<file path="config.mk">
export PLATFORM = sky130hd
export DESIGN_NAME = adder_result_fifo
export DESIGN_NICKNAME = d
export VERILOG_FILES = /design/src/rtl/adder_pkg.sv /design/src/rtl/adder_result_ram.sv /design/src/rtl/adder_result_fifo.sv
export SDC_FILE = /design/constraint.sdc
export NUM_CORES = 1
export LEC_CHECK = 0
export CORE_MARGIN = 2
export CORE_UTILIZATION = 50
export DETAILED_ROUTE_END_ITERATION = 12
export DONT_BUFFER_PORTS = 1
export PLACE_DENSITY = 0.72
export SYNTH_ARGS = -nofsm -noshare
export SYNTH_HDL_FRONTEND = slang
export SYNTH_HIERARCHICAL = 1
export SYNTH_SLANG_ARGS = --single-unit
export TNS_END_PERCENT = 1
</file>
<file path="constraint.sdc">
create_clock -name clk -period 5.1 [get_ports clk]
set_clock_uncertainty 0.05 [all_clocks]
set_input_delay 1.02 -clock clk [delete_from_list [all_inputs] [get_ports clk]]
set_output_delay 1.02 -clock clk [all_outputs]
set_load 0.1 [all_outputs]
</file>
<file path="src/rtl/adder_pkg.sv">
// adder_pkg: shared types and constants for the adder result path.
package adder_pkg;
    localparam int SUM_W     = 8;
    localparam int DEPTH_DEF = 4;

    typedef struct packed {
        logic             carry;
        logic [SUM_W-1:0] sum;
    } result_t;

    function automatic int level_w(input int depth);
        return $clog2(depth) + 1;
    endfunction

    localparam int LEVEL_W = level_w(DEPTH_DEF);
endpackage

</file>
<file path="src/rtl/adder_result_ram.sv">
// adder_result_ram: DEPTH x result_t register array, registered write, asynchronous read.
module adder_result_ram #(
    parameter int DEPTH = 4
) (
    input  logic                     clk,
    input  logic                     we,
    input  logic [$clog2(DEPTH)-1:0] waddr,
    input  adder_pkg::result_t       wdata,
    input  logic [$clog2(DEPTH)-1:0] raddr,
    output adder_pkg::result_t       rdata
);
    import adder_pkg::*;

    result_t mem_q [DEPTH];

    always_ff @(posedge clk) begin
        if (we) mem_q[waddr] <= wdata;
    end

    assign rdata = mem_q[raddr];
endmodule

</file>
<file path="src/rtl/adder_result_fifo.sv">
// adder_result_fifo: buffers {carry, sum} adder results behind a valid/ready handshake,
// with a saturating overflow counter and a sticky drop flag.
module adder_result_fifo #(
    parameter int DEPTH = 4,
    parameter int SUM_W = adder_pkg::SUM_W,
    parameter int CNT_W = 8
) (
    input  logic                   clk,
    input  logic                   rst_n,
    input  logic                   ena,
    input  logic                   clr,
    input  logic                   in_valid,
    input  logic [SUM_W-1:0]       in_sum,
    input  logic                   in_carry,
    input  logic                   out_ready,
    output logic                   out_valid,
    output logic [SUM_W:0]         out_data,
    output logic [$clog2(DEPTH):0] level,
    output logic                   full,
    output logic                   empty,
    output logic [CNT_W-1:0]       ovf_count,
    output logic                   dropped
);
    import adder_pkg::*;

    localparam int PW = $clog2(DEPTH);
    localparam int LW = level_w(DEPTH);

    logic [PW-1:0]    wptr_q, wptr_d, rptr_q, rptr_d;
    logic [LW-1:0]    level_q, level_d;
    logic [CNT_W-1:0] ovf_q, ovf_d;
    logic             dropped_q, dropped_d;
    logic             pop, push, we;
    result_t          wdata, rdata;

    assign level     = level_q;
    assign full      = level_q == LW'(DEPTH);
    assign empty     = level_q == '0;
    assign out_valid = !empty;
    assign out_data  = empty ? '0 : rdata;
    assign ovf_count = ovf_q;
    assign dropped   = dropped_q;

    assign pop   = out_valid & out_ready;
    assign push  = in_valid & (!full | pop);
    assign wdata = '{carry: in_carry, sum: in_sum};

    // When full with a pop, the write lands in the slot the head is leaving.
    always_comb begin
        wptr_d    = wptr_q;
        rptr_d    = rptr_q;
        level_d   = level_q;
        ovf_d     = ovf_q;
        dropped_d = dropped_q;
        we        = 1'b0;
        if (ena && clr) begin
            wptr_d    = '0;
            rptr_d    = '0;
            level_d   = '0;
            ovf_d     = '0;
            dropped_d = 1'b0;
        end else if (ena) begin
            we        = push;
            wptr_d    = wptr_q + PW'(push);
            rptr_d    = rptr_q + PW'(pop);
            level_d   = level_q + LW'(push) - LW'(pop);
            ovf_d     = (push && in_carry && ovf_q != '1) ? ovf_q + CNT_W'(1) : ovf_q;
            dropped_d = dropped_q | (in_valid & full & ~pop);
        end
    end

    always_ff @(posedge clk or negedge rst_n) begin
        if (!rst_n) begin
            wptr_q    <= '0;
            rptr_q    <= '0;
            level_q   <= '0;
            ovf_q     <= '0;
            dropped_q <= 1'b0;
        end else begin
            wptr_q    <= wptr_d;
            rptr_q    <= rptr_d;
            level_q   <= level_d;
            ovf_q     <= ovf_d;
            dropped_q <= dropped_d;
        end
    end

    adder_result_ram #(.DEPTH(DEPTH)) u_ram (
        .clk   (clk),
        .we    (we),
        .waddr (wptr_q),
        .wdata (wdata),
        .raddr (rptr_q),
        .rdata (rdata)
    );
endmodule

</file>
### Word-level counts from Yosys, hierarchy flattened

Memories as Yosys holds them, arrays and structs flattened.
Cells that the tools add are included.

* memory bits (writable): 36
* memories: 1
* word-level logic and storage cells: 45
* output and inout port bits: 24
* bits of input ports: 15
* register bits: 16

* multiplexer cells: 16
* reductions and logical operators: 9
* $add $sub $neg: 5
* equality and inequality tests: 2
* bitwise logic cells: 7

Memories
* u_ram.mem_q: words 4, bits a word 9, read ports 1, clocked after Yosys merged registers in 0, wr ports 1, line adder_result_ram.sv:14 `result_t mem_q [DEPTH];`

Operator list (number)
* $mux W8: 3
* $mux W9: 1
* $add A8 B1 Y8 const B: 1
* $mux W2: 4
* $ne A8 B8 Y1 const B: 1
* $mux W1: 6
* $mux W3: 2
* $add A2 B1 Y2: 2
* $and A1 B1 Y1: 4
* $reduce_bool A2 Y1: 2
* $add A3 B1 Y3: 1
* $eq A3 B3 Y1 const B: 1
* $logic_and A1 B1 Y1: 3
* $logic_not A3 Y1: 1
* $sub A3 B1 Y3: 1
* $logic_not A1 Y1: 2
* $or A1 B1 Y1: 2
* $reduce_and A2 Y1: 1
* $not A1 Y1: 1

### Longest topological paths before layout

* depth after elaboration: 10
* depth in mapped cells: 11
* gate-level depth less buffers: 11

### By module

Netlist, hierarchy kept.

Modules (own cells, without submodules)
* adder_result_ram: seq. area each 1081.0 sq um, cells each 51, area each 1331.3 sq um, times used 1
* adder_result_fifo: seq. area each 400.4 sq um, cells each 118, area each 1041.0 sq um, times used 1

### Worst setup path after synthesis

OpenSTA, ideal clock, no wires.

* path type: reg2out
* start: register level_q[2] (netlist: level[2])
* end: output full
* slack: 826 ps
* arrival time: 3204 ps
* buffers on the path: 0
* required time: 4030 ps
* cell stages (with the launch flop): 3
* cells stage by stage: dfrtp_1 > inv_1 > nor3_1

* word-level cells in the longest chain between the ends: 1

RTL lines
* start, declared: line adder_result_fifo.sv:30 `logic [LW-1:0] level_q, level_d;`
* start signal, assigned: line adder_result_fifo.sv:82 `level_q <= level_d;`
* $eq A3 B3 Y1: line adder_result_fifo.sv:37 `assign full = level_q == LW'(DEPTH);`
* end, declared: line adder_result_fifo.sv:19 `output logic full,`

No other way between the ends.

### Worst setup path in the final report

* start: register level_q[1] (netlist: level[1])
* end: output out_data[4]

* word-level cells in the longest chain between the ends: 2

RTL lines
* $logic_not A3 Y1: line adder_result_fifo.sv:38 `assign empty = level_q == '0;`
* $mux W9: line adder_result_fifo.sv:40 `assign out_data = empty ? '0 : rdata;`
* end, declared: line adder_result_fifo.sv:17 `output logic [SUM_W:0] out_data,`

No other way between the ends.

==> impl_metrics.toml <==
[sta]
maxSlewViolCount = 0
slew-limit-headroom_pct = 23.1
fmaxAchievable_ghz = 0.281
final.min_clock_period_ns = 3.56
setup_viol = 0
rsz0062_at_grt = "false"
tns_ns = 0
hold_viol_final = 0
period_share_pct = 69.8
worstMarginPinSlew_ns = 1.15

[critical_path]
worstPathMaxFanout = 12
cp_cell_sequence = "or3_1 > buf_4 > and2_1 > buf_4"
crit_path_start_kind = "flop"
crit_type = "flop to output port"
required_ns = 4.03
worstSetupEndpointType = "output port"
ff2ff_setup_slack_ns = 1.68
cp_num_buf_inv = 2
arrival_ns = 2.49
crit_slowest_cell = "dfrtp_1"
slowest_delay_ns = 1.11
crit_top_cell = "buf_4"
worst-r2r-cell-count = 12
worst_r2r_endpoint = "level[2]"
crit_family = "flip-flops"
reg2reg_from = "level[1]"

[worst_hold_path]
min_path_type = "input pin to asynchronous set/reset pin"

[run]
cap_violations = 0

[cts]
cts_buffers = 5
cts_max_path_buffers = 2
root_buffer = "clkbuf_8"
cts_resized = 0
htreeDepth = 2
clock_sinks = 52
cts_tree = "yes"
ctsHoldBuffers = 0
cts_setup_buffers = 0
cts.clk_slew.worst_paths_ns = 0.09
clock_latency_ns = 0.30

[global_routing]
overflow = 0
grt_max_degree = 18
grt_pass1_wl_mm = 7.13
grtUsageTotal_pct = 18.0
grt_pass1_vias = 1561
antenna_found_initial = 0

[layout]
final_nets = 203
final_cell_mix = "edfxtp_1, dfrtp_1, inv_1, buf_4, nand2_1"
fillers = 374
final_common_cell = "edfxtp_1"
areaGrowthSynthToFinish_pct = 10.2
layout.cells.non_filler = 238
n_antenna_cell = 0
drive_above_1_share_pct = 20.1

[floorplanning]
die-area_mm2 = 0.00531
dieWidth_um = 72.9
row_count = 25
die_height_um = 72.9
pin_count = 39
start_util_pct = 50.9
placeableCoreArea_mm2 = 0.00466

[power_and_ir_drop]
cellLeakagePower_nw = 0.974
powerDensity_mw_per_mm2 = 610
peakVddDrop_mv = 0.303

[yosys]
yosysSeqAreaShare_pct = 62.4
ys_warn_count = 6
ys_ff_latch = 52
syn-instance-count = 169
synth.avg_cell_area_um2 = 14.0
synth_area_mm2 = 0.00237
ys_types = 43
syn-num-nets = 189

[placement]
dp_hpwl_mm = 3.04
port_buffers = 0
placed_cells = 230
gp_congestion = 0.848

[routing]
post-route-drc-count = 0
first_pass_iters = 4
initialDrtViolationCount = 42
antenna_left = 0
avgViaCountPerCell = 5.96
vias = 1418
wire_per_inst_um = 18.0
drt_wl_total_mm = 4.28

[outcome]
status = "finished clean"
-- cell type report --
cell class / count / area [um2] / share of cell area, %
clock buffers: 6 / 72.6 / 2.78
clock inverters: 2 / 16.3 / 0.622
inverters: 13 / 48.8 / 1.87
repair buffers: 14 / 123 / 4.69
flip-flops and latches: 52 / 1480 / 56.7
multi-input cells: 97 / 806 / 30.8
well taps: 54 / 67.6 / 2.58
-- how the worst max path moves through the flow --
stage	startpoint	endpoint	depth (start not counted)
final	level[1]	out_data[4]	4
after global routing	level[1]	out_data[4]	4
after CTS	level[1]	out_data[4]	4
after detailed placement	level[1]	level[2]	12
after global placement	level[1]	level[2]	12
after floorplan	level[2]	full	2
-- sequential cells by signal (all words and copies together) (netlist names) --
register and count:
dropped 1, level 3, ovf_count 8, rptr_q 2, u_ram/mem_q 36, wptr_q 2
-- report_power, final --
part           leakage (nW)  internal [mW]  switching [mW]
sequential            0.542          0.483           0.104
clock                0.0414         0.0977           0.129
combinational         0.391          0.209           0.571
total                 0.974          0.789           0.805
-- kinds of logic after synthesis --
logic type	count (synthesis)	synth area share, %
XOR/XNOR	1	0.369
adder cells (fa/ha/maj)	5	2.95
multiplexers	11	9.49
AO/OA/AOI/OAI	26	6.86
AND/OR/NAND/NOR	54	13.9
flip-flops	52	62.4
buffers and inverters	20	4.01
-- metal layers --
metal | vias to the layer above | track usage, % | routed length, um
met1 | 701 | 20.7 | 1720
met4 | 0 | 7.82 | 96
li1 | 665 | - | -
met3 | 11 | 6.08 | 291
met5 | - | 0 | 0
met2 | 41 | 30.7 | 2170
-- Yosys cell counts --
master | count | share of area [%]
o22ai_1 | 4 | 1.1
o21a_1 | 1 | 0.32
o41ai_1 | 1 | 0.37
nor4b_1 | 1 | 0.37
buf_6 | 2 | 0.95
o21ai_0 | 5 | 1.1
nor4_1 | 1 | 0.26
dfrtp_1 | 16 | 17
inv_1 | 13 | 2.1
and2_1 | 10 | 2.6
or4b_4 | 1 | 0.58
nand3b_1 | 1 | 0.32
edfxtp_1 | 36 | 46
a21o_1 | 1 | 0.32
nor3b_1 | 2 | 0.63
nor2_1 | 5 | 0.79
ha_1 | 4 | 2.1
nor2b_1 | 1 | 0.26
a41o_1 | 1 | 0.42
or3_1 | 3 | 0.79
nand2_1 | 11 | 1.7
nand2b_1 | 1 | 0.26
buf_4 | 1 | 0.32
fa_1 | 1 | 0.84
xnor2_1 | 1 | 0.37
o31ai_1 | 2 | 0.63
and4_1 | 2 | 0.74
or4_1 | 3 | 0.95
and3b_1 | 2 | 0.74
nor3_1 | 3 | 0.63
nand3_2 | 1 | 0.42
nand3_1 | 3 | 0.63
nand2b_4 | 1 | 0.58
a21oi_1 | 7 | 1.5
and3_1 | 1 | 0.26
a211oi_1 | 1 | 0.32
mux2_2 | 2 | 0.95
a41oi_1 | 1 | 0.37
a31oi_1 | 2 | 0.53
nand4_1 | 1 | 0.26
mux4_2 | 9 | 8.5
clkbuf_1 | 3 | 0.47
clkbuf_2 | 1 | 0.21
-- stage by stage --
step	util [%]	cell area [um2]	setup slack [ns]	hold slack [ns]	total power [mW]
after floorplan	-	2370	0.826	0.481	1.24
after global placement	54.2	2530	1.84	0.522	1.37
after detailed placement	54.2	2530	1.68	0.562	1.38
after CTS	56.1	2620	1.51	0.335	1.61
after global routing	56.1	2620	1.46	0.326	1.66
final	56.1	2620	1.54	0.350	1.59
-- worst reg2reg max path, delay by kind of cell (launching register included) --
| kind | cells | cell delay [ns] |
|---|---|---|
| buffers and inverters | 2 | 0.40 |
| adders and majority gates | 2 | 0.52 |
| AOI/OAI and AO/OA | 3 | 0.31 |
| and+or+nand+nor | 4 | 0.80 |
| DFF | 1 | 1.11 |
| xor gates and xnor gates | 1 | 0.15 |
No activity file was read; power rests on OpenSTA's default activity.
